`src/rtl/frame_streamer_pkg.sv`:
```
// -----------------------------------------------------------------------------
// frame_streamer_pkg
// Shared definitions for the frame pixel streamer:
//   - FSM state encodings (ST_IDLE..ST_DONE, 3 bits, legacy-compatible
//     localparams rather than an enum so the encodings can be mirrored in
//     the cnn_accel register map).
//   - Default field widths, shared with the cnn_accel map definitions.
//   - A helper that derives the frame address width from the size width.
// -----------------------------------------------------------------------------
package frame_streamer_pkg;

  // Default widths.
  localparam int W_SIZE_DEF  = 12;  // width/height field (max 4095)
  localparam int W_DELAY_DEF = 12;  // start-up / hsync delay counters
  localparam int W_PIX_DEF   = 32;  // 4 x 8-bit channels

  // FSM state encodings.
  localparam logic [2:0] ST_IDLE    = 3'd0;
  localparam logic [2:0] ST_STARTUP = 3'd1;
  localparam logic [2:0] ST_LINE    = 3'd2;
  localparam logic [2:0] ST_HBLANK  = 3'd3;
  localparam logic [2:0] ST_DONE    = 3'd4;

  // width*height of two W_SIZE fields always fits in 2*W_SIZE bits; the
  // extra bit keeps the address map identical to the writer side.
  function automatic int frame_addr_width(input int w_size);
    return 2 * w_size + 1;
  endfunction

endpackage

```
`src/rtl/raster_counter.sv`:
```
// -----------------------------------------------------------------------------
// raster_counter
// Column / row / delay counters of the frame pixel streamer, with the
// terminal-count flags the controlling FSM branches on.
//
// Ports:
//   clk, rst_n    clock, asynchronous active-low reset
//   clr_i         clear all counters (frame start / frame end)
//   col_en_i      advance column; wraps to 0 after width_i-1 and bumps row
//   dly_en_i      advance delay counter; wraps to 0 after dly_tgt_i-1
//   width_i       pixels per line (shadowed config)
//   height_i      lines per frame (shadowed config)
//   dly_tgt_i     length of the delay currently being counted (non-zero)
//   col_first_o   column counter is 0
//   col_last_o    column counter is width_i-1
//   row_last_o    row counter is height_i-1
//   dly_last_o    delay counter is dly_tgt_i-1 (last idle cycle)
// -----------------------------------------------------------------------------
module raster_counter
  import frame_streamer_pkg::*;
#(
  parameter int W_SIZE  = W_SIZE_DEF,
  parameter int W_DELAY = W_DELAY_DEF
) (
  input  logic               clk,
  input  logic               rst_n,
  input  logic               clr_i,
  input  logic               col_en_i,
  input  logic               dly_en_i,
  input  logic [W_SIZE-1:0]  width_i,
  input  logic [W_SIZE-1:0]  height_i,
  input  logic [W_DELAY-1:0] dly_tgt_i,
  output logic               col_first_o,
  output logic               col_last_o,
  output logic               row_last_o,
  output logic               dly_last_o
);

  logic [W_SIZE-1:0]  col_q, col_d;
  logic [W_SIZE-1:0]  row_q, row_d;
  logic [W_DELAY-1:0] dly_q, dly_d;

  assign col_first_o = (col_q == '0);
  assign col_last_o  = (col_q == width_i  - W_SIZE'(1));
  assign row_last_o  = (row_q == height_i - W_SIZE'(1));
  assign dly_last_o  = (dly_q == dly_tgt_i - W_DELAY'(1));

  always_comb begin
    // NOTE: every signal assigned here gets a default first, so no path
    // leaves it unassigned and no latch is inferred.
    col_d = col_q;
    row_d = row_q;
    dly_d = dly_q;
    if (clr_i) begin
      col_d = '0;
      row_d = '0;
      dly_d = '0;
    end else begin
      if (col_en_i) begin
        if (col_last_o) begin
          col_d = '0;
          // Row can reach height after the last line; it is cleared before
          // the next frame and never compared in that state.
          row_d = row_q + W_SIZE'(1);
        end else begin
          col_d = col_q + W_SIZE'(1);
        end
      end
      if (dly_en_i) begin
        dly_d = dly_last_o ? '0 : dly_q + W_DELAY'(1);
      end
    end
  end

  always_ff @(posedge clk or negedge rst_n) begin
    if (!rst_n) begin
      col_q <= '0;
      row_q <= '0;
      dly_q <= '0;
    end else begin
      // NOTE: state registers use non-blocking assignments so all flops
      // update together from values sampled before the edge.
      col_q <= col_d;
      row_q <= row_d;
      dly_q <= dly_d;
    end
  end

endmodule

```
`src/rtl/frame_pixel_streamer.sv`:
```
// -----------------------------------------------------------------------------
// frame_pixel_streamer
// Replays a stored image from a single-port sync-read frame memory as a
// raster pixel stream with a start-up delay before the first line and an
// hsync delay between lines (cnn_accel input timing).
//
// Build option:
//   FRAME_STREAMER_CONTINUOUS_EN  when defined, the frame repeats with the
//                                 same shadow config until an i_start pulse
//                                 while busy requests a stop after the
//                                 current frame. Undefined: single shot.
//
// Ports:
//   HCLK, HRESETn       clock (rising edge), asynchronous active-low reset
//   i_start             single-cycle frame start request (ignored while busy)
//   i_width, i_height   frame geometry, latched at start
//   i_start_up_delay    idle cycles before the first line, latched at start
//   i_hsync_delay       idle cycles between lines, latched at start
//   o_mem_rd_en         frame memory read enable
//   o_mem_addr          linear pixel address row*width+col
//   i_mem_rdata         read data, valid one cycle after o_mem_rd_en
//   o_pixel, o_valid    output pixel and its qualifier
//   o_line_start        o_valid of column 0
//   o_busy              high from accepted start through the frame_done cycle
//   o_frame_done        one-cycle pulse after the last o_valid
// -----------------------------------------------------------------------------
module frame_pixel_streamer
  import frame_streamer_pkg::*;
#(
  parameter int W_SIZE       = W_SIZE_DEF,
  parameter int W_DELAY      = W_DELAY_DEF,
  parameter int W_FRAME_SIZE = 2 * W_SIZE + 1,
  parameter int W_PIX        = W_PIX_DEF
) (
  input  logic                    HCLK,
  input  logic                    HRESETn,
  input  logic                    i_start,
  input  logic [W_SIZE-1:0]       i_width,
  input  logic [W_SIZE-1:0]       i_height,
  input  logic [W_DELAY-1:0]      i_start_up_delay,
  input  logic [W_DELAY-1:0]      i_hsync_delay,
  output logic                    o_mem_rd_en,
  output logic [W_FRAME_SIZE-1:0] o_mem_addr,
  input  logic [W_PIX-1:0]        i_mem_rdata,
  output logic [W_PIX-1:0]        o_pixel,
  output logic                    o_valid,
  output logic                    o_line_start,
  output logic                    o_busy,
  output logic                    o_frame_done
);

  // FSM and shadow configuration.
  logic [2:0]              state_q, state_d;
  logic [W_SIZE-1:0]       width_q, width_d;
  logic [W_SIZE-1:0]       height_q, height_d;
  logic [W_DELAY-1:0]      sud_q, sud_d;
  logic [W_DELAY-1:0]      hsd_q, hsd_d;
  logic [W_FRAME_SIZE-1:0] addr_q, addr_d;
  logic                    done_q, done_d;

  // Output pipeline.
  logic                    valid_q;
  logic                    col0_q;

  // Counter interface.
  logic                    cnt_clr;
  logic                    col_en;
  logic                    dly_en;
  logic [W_DELAY-1:0]      dly_tgt;
  logic                    col_first;
  logic                    col_last;
  logic                    row_last;
  logic                    dly_last;

  logic                    rd_en;
  logic                    start_ok;

  assign rd_en = (state_q == ST_LINE);

  // The IDLE cycle that carries o_frame_done still counts as busy, so a
  // start request there is dropped.
  assign start_ok = i_start && !done_q;

  // One delay counter serves both STARTUP and HBLANK.
  assign dly_tgt = (state_q == ST_STARTUP) ? sud_q : hsd_q;

`ifdef FRAME_STREAMER_CONTINUOUS_EN
  logic stop_q;
  logic stop_req;

  // A start pulse while busy requests a stop; one arriving in DONE itself
  // still stops the loop before the next frame begins.
  assign stop_req = stop_q || i_start;

  always_ff @(posedge HCLK or negedge HRESETn) begin
    if (!HRESETn) begin
      stop_q <= 1'b0;
    end else if (state_q == ST_IDLE) begin
      stop_q <= 1'b0;
    end else if (i_start) begin
      stop_q <= 1'b1;
    end
  end
`endif

  always_comb begin
    state_d  = state_q;
    width_d  = width_q;
    height_d = height_q;
    sud_d    = sud_q;
    hsd_d    = hsd_q;
    addr_d   = addr_q;
    done_d   = 1'b0;
    cnt_clr  = 1'b0;
    col_en   = 1'b0;
    dly_en   = 1'b0;

    case (state_q)
      ST_IDLE: begin
        if (start_ok) begin
          width_d  = i_width;
          height_d = i_height;
          sud_d    = i_start_up_delay;
          hsd_d    = i_hsync_delay;
          addr_d   = '0;
          cnt_clr  = 1'b1;
          if (i_width == '0 || i_height == '0) begin
            state_d = ST_DONE;
          end else if (i_start_up_delay == '0) begin
            state_d = ST_LINE;
          end else begin
            state_d = ST_STARTUP;
          end
        end
      end

      ST_STARTUP: begin
        dly_en = 1'b1;
        if (dly_last) begin
          state_d = ST_LINE;
        end
      end

      ST_LINE: begin
        col_en = 1'b1;
        // Address runs continuously across lines: row*width+col.
        addr_d = addr_q + W_FRAME_SIZE'(1);
        if (col_last) begin
          if (row_last) begin
            state_d = ST_DONE;
          end else if (hsd_q == '0) begin
            state_d = ST_LINE;
          end else begin
            state_d = ST_HBLANK;
          end
        end
      end

      ST_HBLANK: begin
        dly_en = 1'b1;
        if (dly_last) begin
          state_d = ST_LINE;
        end
      end

      ST_DONE: begin
        // The last read issued in LINE returns during this cycle, so its
        // o_valid is showing now and o_frame_done lands one cycle later.
        done_d  = 1'b1;
        addr_d  = '0;
        cnt_clr = 1'b1;
`ifdef FRAME_STREAMER_CONTINUOUS_EN
        if (stop_req || width_q == '0 || height_q == '0) begin
          state_d = ST_IDLE;
        end else if (sud_q == '0) begin
          state_d = ST_LINE;
        end else begin
          state_d = ST_STARTUP;
        end
`else
        state_d = ST_IDLE;
`endif
      end

      default: begin
        state_d = ST_IDLE;
      end
    endcase
  end

  always_ff @(posedge HCLK or negedge HRESETn) begin
    if (!HRESETn) begin
      state_q  <= ST_IDLE;
      width_q  <= '0;
      height_q <= '0;
      sud_q    <= '0;
      hsd_q    <= '0;
      addr_q   <= '0;
      done_q   <= 1'b0;
      valid_q  <= 1'b0;
      col0_q   <= 1'b0;
    end else begin
      state_q  <= state_d;
      width_q  <= width_d;
      height_q <= height_d;
      sud_q    <= sud_d;
      hsd_q    <= hsd_d;
      addr_q   <= addr_d;
      done_q   <= done_d;
      valid_q  <= rd_en;
      col0_q   <= rd_en && col_first;
    end
  end

  raster_counter #(
    .W_SIZE  (W_SIZE),
    .W_DELAY (W_DELAY)
  ) u_raster_counter (
    .clk         (HCLK),
    .rst_n       (HRESETn),
    .clr_i       (cnt_clr),
    .col_en_i    (col_en),
    .dly_en_i    (dly_en),
    .width_i     (width_q),
    .height_i    (height_q),
    .dly_tgt_i   (dly_tgt),
    .col_first_o (col_first),
    .col_last_o  (col_last),
    .row_last_o  (row_last),
    .dly_last_o  (dly_last)
  );

  assign o_mem_rd_en  = rd_en;
  assign o_mem_addr   = addr_q;
  // The sync-read memory's output register is the data stage; gating with
  // valid_q keeps o_pixel at 0 outside valid cycles and during reset.
  assign o_pixel      = valid_q ? i_mem_rdata : '0;
  assign o_valid      = valid_q;
  assign o_line_start = valid_q && col0_q;
  assign o_busy       = (state_q != ST_IDLE) || done_q;
  assign o_frame_done = done_q;

endmodule

```
`config.mk`:
```
export PLATFORM = sky130hd
export DESIGN_NAME = frame_pixel_streamer
export DESIGN_NICKNAME = d
export VERILOG_FILES = /design/src/rtl/frame_streamer_pkg.sv /design/src/rtl/raster_counter.sv /design/src/rtl/frame_pixel_streamer.sv
export SDC_FILE = /design/constraint.sdc
export NUM_CORES = 1
export LEC_CHECK = 0
export ABC_AREA = 1
export CORE_ASPECT_RATIO = 1.25
export CORE_MARGIN = 3
export CORE_UTILIZATION = 36
export CTS_CLUSTER_DIAMETER = 120
export DETAILED_ROUTE_END_ITERATION = 6
export SYNTH_ARGS = -nofsm -noshare
export SYNTH_HDL_FRONTEND = slang
export SYNTH_SLANG_ARGS = --single-unit
```
`constraint.sdc`:
```
create_clock -name HCLK -period 6.6 [get_ports HCLK]
set_clock_uncertainty 0.05 [all_clocks]
set_input_delay 0.66 -clock HCLK [delete_from_list [all_inputs] [get_ports HCLK]]
set_output_delay 0.66 -clock HCLK [all_outputs]
set_load 0.05 [all_outputs]
```
Word-level counts from Yosys, hierarchy flattened
Index checks and enable logic that the tools add are counted.
- add/subtract/negate cells: 7
- equality and inequality tests: 10
- mux-type cells: 26
- reductions and logical operators: 22
- operator list (cell ; number):
    2-to-1 mux 12 bit ; 10
    case mux 25 bit (3 select lines) ; 1
    logical NOT 12 bit ; 5
    adder 12 x 1 -> 12 bit (second input constant) ; 3
    equality test 12 bit ; 3
    subtractor 12 x 1 -> 12 bit (second input constant) ; 3
    2-to-1 mux 32 bit ; 1
    adder 25 x 1 -> 25 bit (second input constant) ; 1
    2-to-1 mux 25 bit ; 1
    2-to-1 mux 3 bit ; 5
    case mux 3 bit (3 select lines) ; 1
    equality test 3 x 2 -> 1 bit (second input constant) ; 2
    AND reduction 2 bit ; 3
    nonzero test 2 bit ; 3
    nonzero test 3 bit ; 2
    2-to-1 mux 1 bit ; 5
    != test 2 bit (second input constant) ; 2
    equality test 3 x 1 -> 1 bit (second input constant) ; 1
    equality test 3 bit (second input constant) ; 1
    logical AND 1 bit ; 3
    logical NOT 3 bit ; 1
    AND reduction 3 bit ; 1
    logical OR 1 bit ; 2
    2-to-1 mux 2 bit ; 1
    4 further kinds ; 4
- flip-flop bits (word level): 115

Longest topological paths before layout
Gate-level depths: netlist (run 1).
- depth in word-level cells: 7
- gate-level depth with buffers: 20
- gate-level depth less buffers: 19

Modules after synthesis
From an unflattened synthesis (run 1), not the netlist that was laid out.
- cell total of the unflattened synthesis: 1081
- area, all modules: 7701.1 um^2
- by module, submodules not included (module ; instances ; cells each ; area each (um^2)):
    frame_pixel_streamer ; 1 ; 537 ; 4219.0
    raster_counter ; 1 ; 544 ; 3482.1

Least setup slack after synthesis (run 1)
Ideal clock, no wire load.
- path type: register to register
- from: reg state_q[1]
- to: reg u_raster_counter.dly_q[10]
- arrival time: 2.195 ns
- path slack: 4.215 ns
- stages on the path, launching flop included: 18
- period minus slack after synthesis: 2.385 ns
- path through: dfrtp_1 inv_2 nand3_4 buf_6 nand2_1 o21ai_2 ha_1 xor2_1 nand2_1 nor2_1 nand3_1 nor2_1 nand3_1 nor2_2 nand2_2 nand2_4 buf_8 o22ai_2
- word-level cells in the longest chain between the ends: 7
- elaborated cells between the ends (all ways): 14
- those cells by class: 1 x add/sub; 4 x eq/ne; 6 x mux; 3 x reduce/logical
- ends and longest elaborated chain (element ; line ; source):
    from (decl) ; frame_pixel_streamer.sv:53 ; logic [2:0] state_q, state_d;
    from (signal assigned) ; frame_pixel_streamer.sv:203 ; state_q <= state_d;
    equality test 3 x 1 -> 1 bit ; frame_pixel_streamer.sv:85, frame_pixel_streamer.sv:118 ;
    2-to-1 mux 12 bit ; frame_pixel_streamer.sv:85 ; assign dly_tgt = (state_q == ST_STARTUP) ? sud_q : hsd_q;
    subtractor 12 x 1 -> 12 bit ; raster_counter.sv:46 ; assign dly_last_o = (dly_q == dly_tgt_i - W_DELAY'(1));
    equality test 12 bit ; raster_counter.sv:46 ;
    2-to-1 mux 12 bit ; raster_counter.sv:70 ; dly_d = dly_last_o ? '0 : dly_q + W_DELAY'(1);
    2-to-1 mux 12 bit ; raster_counter.sv:69 ; if (dly_en_i) begin
    2-to-1 mux 12 bit ; raster_counter.sv:54 ; if (clr_i) begin
    to (signal assigned) ; raster_counter.sv:85 ; dly_q <= dly_d;
    to (decl) ; raster_counter.sv:41 ; logic [W_DELAY-1:0] dly_q, dly_d;
Several ways; a longest one is shown, not always the timed one. The select of a mux whose other input is x is not followed.
A chain may end at the register's enable or synchronous reset.

Final worst setup path (run 1)
- from: in i_start
- to: reg u_raster_counter.row_q[4]
- word-level cells in the longest chain between the ends: 5
- elaborated cells between the ends (all ways): 7
- those cells by class: 3 x mux; 4 x reduce/logical
- ends and longest elaborated chain (element ; line ; source):
    from (decl) ; frame_pixel_streamer.sv:37 ; input logic i_start,
    logical AND 1 bit * ; frame_pixel_streamer.sv:82 ; assign start_ok = i_start && !done_q;
    2-to-1 mux 1 bit * ; frame_pixel_streamer.sv:120 ; if (start_ok) begin
    case mux 1 bit (2 select lines) * ; frame_pixel_streamer.sv:118 ; case (state_q)
    nonzero test 2 bit (no source line) ; n/a ;
    AND reduction 2 bit (no source line) ; n/a ;
    to (signal assigned) ; raster_counter.sv:84 ; row_q <= row_d;
    to (decl) ; raster_counter.sv:40 ; logic [W_SIZE-1:0] row_q, row_d;
Mark *: on every way between the ends. The rest lies on a longest branch, timed or not.

==> summary.txt, run 1 <==
Remaining DRCs -> 0
DR vias -> 7032
Slowest-stage cell, CP -> nand2_1
CORE AREA -> 0.02017 sq mm
Clock Tree Root -> clkbuf_16
DP HPWL -> 16190 um
CTS tree -> built
Delay-heaviest family, CP -> simple AND/OR/NAND/NOR gates
Worst slew pin tran -> 0.9745 ns
Clk Latency, worst-skew pair -> 0.42 ns
Share of the yosys chip area belonging to registers -> 38.76%
Tmin final -> 3.294 ns
Max Slew Vio Count -> 0
CTS clk-pin slew, worst paths -> 0.05 ns
Setup repair after global routing missed its margin -> false
Synth-to-Final Area Change -> 32.07%
Top cells by area, synth -> dfrtp_1, nand2_1, inv_1
Cell taking the most area after synthesis -> dfrtp_1
Die Y -> 166.6 um
Vias in the first global route -> 7027
Mapped Area -> 0.007425 sq mm
Yosys warnings -> 0
Status -> completed
Share of the synthesized area in the top cell type -> 38.76%
Max-slew headroom -> 35.03%
Post-CTS Setup Bufs -> 0
H-tree levels -> 4
Synth cell types -> 39
Design Power -> 2.627 mW
Overall routed net length -> 21120 um
IO Port Bufs -> 144
Setup TNS -> 0 ns
Post_cts resized -> 0
GPL Wtd Cong -> 0.8729
Syn nets -> 1129
Worst vdd ir -> 241.9 uV
Filler instances -> 2070
Drt via density -> 4.810
GRT overflow -> 0
Buf/Inv on CP -> 3
GR Util All Layers -> 19.36%
Fin. Hold Viols -> 0
Num CTS Buffers -> 17
Crit path launch type -> input pin
CP cell instances -> clkdlybuf4s50_1, inv_1, nor2_1, nor2_1, nor2_2, inv_1, nand2_1, o21ai_0
Antenna violations before repair -> 0
Crit path DAT -> 3.50 ns
Proportion of layout cells with a drive suffix above 1 -> 8.389%
Largest net degree at the start of global routing -> 70
Worst Hold Class -> input pin to asynchronous set/reset pin
1st-pass router iterations -> 4
Diodes inserted -> 0
Critical path required time -> 6.81 ns
FMAX -> 0.3036 GHz
Period utilization -> 49.91%
WL per Instance -> 14.44 um
IO Pins -> 145
Initial Utilization -> 36.80%
Synth Register Bits -> 115
Setup violations, final -> 0
Pwr dens -> 267.9 mW/mm^2
Kind of end point of the critical path -> flop
Cts hold-fix bufs -> 0
Post-Synthesis Cells -> 1038
Die Width -> 134.5 um
Max-Cap Viols -> 0
Iter 0 DRT Violations -> 366
Clock sink count -> 115
Row Count -> 58
Nets -> 1270
Die footprint -> 0.02239 sq mm
Post-detailed-route count of antenna-violating nets -> 0
First-pass GRT wire length -> 35110 um
P_leak -> 4.662 nW
Worst-path fanout max -> 29
CP peak stage delay -> 0.70 ns
FF/Latch Area -> 0.002878 sq mm
Largest buffer count on any clock path -> 2
Multi-input gate area -> 0.003834 sq mm
Synth Area per Inst -> 7.153 sq um
Critical path class -> input pin to flop
## stage by stage
step | std cells | util, % | hold WS (ns) | instance area (sq um) | setup WS (ns)
6_report | 1462 | 48.60 | 0.2030 | 9806 | 3.306
3_5_place_dp | 1430 | 45.11 | 0.4290 | 9100 | 2.854
2_1_floorplan | 1038 | - | 0.3144 | 7425 | 4.215
4_1_cts | 1462 | 48.60 | 0.2315 | 9806 | 3.314
5_1_grt | 1462 | 48.60 | 0.2477 | 9806 | 3.126
3_3_place_gp | 1430 | 45.11 | 0.4191 | 9100 | 2.923
## synth_stat cells, drive strengths merged
| library cell | number |
|---|---|
| xor2 | 46 |
| or2 | 6 |
| nor2 | 124 |
| o21bai | 1 |
| buf | 5 |
| o21a | 1 |
| nor3b | 2 |
| inv | 159 |
| and3 | 2 |
| o211ai | 1 |
| xnor2 | 7 |
| dfrtp | 115 |
| nand3b | 2 |
| o221a | 1 |
| a21oi | 47 |
| clkbuf | 19 |
| nand2 | 272 |
| o21ai | 43 |
| mux2 | 11 |
| o22ai | 17 |
| nand3 | 86 |
| ha | 8 |
| a31oi | 2 |
| nor4 | 15 |
| nand4 | 20 |
| nor3 | 26 |
## layout by cell type (no fill, tap or decap), types with 15 or more instances in the layout
cell type,instances
inv_1,154
nand3_1,84
nand2_1,257
clkdlybuf4s50_1,143
nor4_1,15
dfrtp_1,115
xor2_1,46
o21ai_0,40
a21oi_1,47
clkbuf_16,17
nand4_1,20
nor2_1,113
nor3_1,23
## final cells by class
class | count | area share, %
Multi-Input combinational cell | 740 | 39.10
Sequential cell | 115 | 29.35
Inverter | 159 | 6.087
Tap cell | 270 | 3.445
Clock buffer | 19 | 4.619
Clock inverter | 13 | 2.578
Timing Repair Buffer | 146 | 14.83
## state kept, by name, summed over array words and instances (netlist names)
signal	count
state_q	3
sud_q	12
u_raster_counter.col_q	12
o_mem_addr	25
o_frame_done	1
o_valid	1
height_q	12
col0_q	1
width_q	12
u_raster_counter.row_q	12
hsd_q	12
u_raster_counter.dly_q	12
## logic make-up after synthesis
logic type / Yosys count / share of synthesized area, %
buf+inv: 183 / 9.639
mux: 11 / 1.668
simple gates: 555 / 33.35
compound gates: 113 / 8.982
xor+xnor: 53 / 6.252
flops: 115 / 38.76
fa+ha+maj: 8 / 1.348
## worst paths after layout
| path | endpoint | cells past startpoint | startpoint | slack [ns] |
|---|---|---|---|---|
| min in group HCLK | sud_q[8] | 2 | sud_q[8] | 0.44 |
| hold reg to reg | sud_q[8] | 2 | sud_q[8] | 0.44 |
| hold / removal | width_q[7] | 1 | HRESETn | 0.20 |
| max in group asynchronous | hsd_q[10] | 2 | HRESETn | 4.97 |
| setup / recovery | u_raster_counter.row_q[4] | 8 | i_start | 3.31 |
| setup reg to reg | u_raster_counter.row_q[4] | 7 | state_q[0] | 3.56 |
## where the power goes
part | internal (mW) | total (mW) | switching [mW]
sequential | 0.799 | 0.909 | 0.110
clock | 0.766 | 1.10 | 0.337
combinational | 0.240 | 0.615 | 0.375
total | 1.81 | 2.63 | 0.822
## routing by layer
layer / track usage [%] / share of wire [%] / up-vias
li1: - / - / 3596
met1: 23.14 / 42 / 3260
met2: 34.29 / 52 / 137
met3: 4.139 / 3.7 / 39
met4: 6.599 / 2.2 / 0
met5: 0 / 0 / -
## worst reg2reg max path: stages (launching register included)
cell and delay (ns):
dfrtp_1 0.50, nor2_1 0.10, nand2_1 0.17, nor2_1 0.09, nor2_2 0.51, inv_1 0.59
nand2_1 0.71, o21ai_0 0.18
No activity file was read; power rests on OpenSTA's default activity.
==> run 2: changes to the inputs <==
Clock period 6.6 ns to 2.7 ns, I/O delays scaled along.
==> summary.txt, run 2 (synthesized netlist as in run 1, its figures left out) <==
GR Util All Layers -> 18.80% (-0.56 points)
Filler instances -> 2046 (-1.2%)
Status -> completed
Buf/Inv on CP -> 1 (-2)
Setup repair after global routing missed its margin -> false
Critical path required time -> 2.38 ns (-4.43 ns)
Gr busiest metal -> met2
Iter 0 DRT Violations -> 310 (-15%)
Remaining DRCs -> 0 (unchanged)
Hold slack -> 0.3610 ns (+0.1581 ns)
Internal power -> 3.997 mW (+120%)
Worst vdd ir -> 484.9 uV (+100%)
Net Sw Frac -> 33.16% (+1.9 points)
Largest net degree at the start of global routing -> 66 (-5.7%)
Comb pwr share -> 25.1% (+1.7 points)
Critical path class -> flop to primary output
Vias in the first global route -> 6968 (-0.84%)
Pre-CTS setup slack -> 0.1732 ns (-2.680 ns)
Worst slew pin tran -> 0.6205 ns (-0.3540 ns)
Largest buffer count on any clock path -> 2 (unchanged)
DR vias -> 7140 (+1.5%)
Kind of end point of the critical path -> primary output
First-pass GRT wire length -> 34270 um (-2.4%)
Net Sw Power -> 1.983 mW (+140%)
Grt met1 use -> 23.89% (+0.75 points)
Fin. Hold Viols -> 0 (unchanged)
Crit path DAT -> 2.20 ns (-1.30 ns)
Die footprint -> 0.02239 sq mm (unchanged)
FMAX -> 0.3974 GHz
Num CTS Buffers -> 17 (unchanged)
Diodes inserted -> 0 (unchanged)
Worst-path fanout max -> 6 (-79%)
Row Count -> 58 (unchanged)
1st-pass router iterations -> 5 (+1)
P_leak -> 4.697 nW (+0.75%)
GPL Wtd Cong -> 0.8412 (-3.6%)
WL per Instance -> 13.96 um (-3.3%)
Setup TNS -> 0 ns (unchanged)
CP cell instances -> nor2_1, nand2_1, or2_2, clkdlybuf4s50_1
Commonest non-fill, non-tap cell in the layout -> nand2_1
GRT overflow -> 0 (unchanged)
Proportion of layout cells with a drive suffix above 1 -> 9.685% (+1.3 points)
CORE AREA -> 0.02017 sq mm (unchanged)
Die Y -> 166.6 um (unchanged)
Number of flip-flops in the largest register -> 25 (unchanged)
Slowest-stage cell, CP -> clkdlybuf4s50_1
Period utilization -> 93.20%
H-tree levels -> 4 (unchanged)
Max Slew Vio Count -> 0 (unchanged)
Grt met2 use -> 31.60% (-2.7 points)
Clk Latency, worst-skew pair -> 0.42 ns (about the same)
CP peak stage delay -> 0.70 ns (about the same)
Most frequent cells in the layout -> nand2_1, inv_1, clkdlybuf4s50_1
Crit path launch type -> flop
CTS clk-pin slew, worst paths -> 0.05 ns (about the same)
Reg2Reg Setup Slack -> 0.23 ns (-3.33 ns)
Clock Tree Root -> clkbuf_16
Power share of the clock group -> 37.8% (-4.2 points)
Flop pwr share -> 37.1% (+2.5 points)
Drt via density -> 4.831 (+0.44%)
Worst Hold Class -> input pin to asynchronous set/reset pin
IO Port Bufs -> 144 (unchanged)
DP HPWL -> 15990 um (-1.2%)
Synth-to-Final Area Change -> 32.90%
Max-slew headroom -> 58.63% (+24 points)
Pwr dens -> 606.0 mW/mm^2 (+130%)
IO Pins -> 145 (unchanged)
Tmin final -> 2.516 ns
Met3 Usage GRT -> 4.502% (+0.36 points)
Antenna violations before repair -> 0 (unchanged)
Post-DP Area -> 0.009235 sq mm (+1.5%)
Setup violations, final -> 0 (unchanged)
Max-Cap Viols -> 0 (unchanged)
Min setup slack post-route -> 0.1836 ns (-3.122 ns)
Overall routed net length -> 20640 um (-2.3%)
Initial Utilization -> 36.80% (unchanged)
Delay-heaviest family, CP -> buffers and inverters
Post-detailed-route count of antenna-violating nets -> 0 (unchanged)
Nets -> 1287 (+1.3%)
Die Width -> 134.5 um (unchanged)
Clock sink count -> 115 (unchanged)
Layout Utilization -> 48.91% (+0.30 points)
CTS tree -> built
Post-route cell area -> 0.009867 sq mm (+0.63%)
==> run 2: cell count changes in the layout (fill, tap and decap cells not counted), moves of 2 or more <==
| cell | delta |
|---|---|
| buf_4 | +15 |
| clkbuf_1 | +2 |
| buf_12 | +2 |
| bufinv_16 | -5 |
| clkbuf_8 | +2 |
==> run 2: timing repair <==
action                                  in CTS  in global routing
endpoints found under the hold margin       40                  0
resized for setup                            0                  5
setup buffers                                0                  1
endpoints found under the setup margin       0                 20
hold buffers                                 1                  0
==> run 2: through the flow <==
stage,std cells,total power [mW]
CTS,1477,6.030
detailed placement,1445,3.740
finish,1478,5.980
floorplan,1038,3.187
global route,1478,6.310
global placement,1445,3.730
==> run 2: worst paths after layout <==
check / start / endpoint / cells past startpoint
hold reg to reg: sud_q[7] / sud_q[7] / 2
setup / recovery: state_q[0] / o_busy / 4
max in group asynchronous: HRESETn / height_q[10] / 3
hold / removal: HRESETn / width_q[11] / 2
setup reg to reg: state_q[1] / state_q[1] / 17
min in group HCLK: i_hsync_delay[2] / hsd_q[2] / 3
==> run 2: power groups by stage <==
| stage | Combinational [mW] | Sequential, mW | Clock [mW] |
|---|---|---|---|
| floorplan | 0.837 | 2.35 | 0 |
| global placement | 1.48 | 2.25 | 0 |
| detailed placement | 1.50 | 2.24 | 0 |
| CTS | 1.51 | 2.22 | 2.30 |
| global route | 1.68 | 2.25 | 2.38 |
| finish | 1.50 | 2.22 | 2.26 |
==> run 2: area by class of cell <==
cell class                      instances  area (sq um)  area share, %
Multi-Input combinational cell        740          3856          39.08
Clock buffer                           23         488.0          4.945
Clock inverter                          8         101.3          1.027
Timing Repair Buffer                  163          1607          16.28
Inverter                              159         599.3          6.074
Tap cell                              270         337.8          3.424
Sequential cell                       115          2878          29.17
==> run 2: metal layers <==
metal / wire [um] / share of wire [%]
met4: 369 / 1.8
met5: 0 / 0
met3: 835 / 4.0
met2: 10240 / 50
met1: 9191 / 45
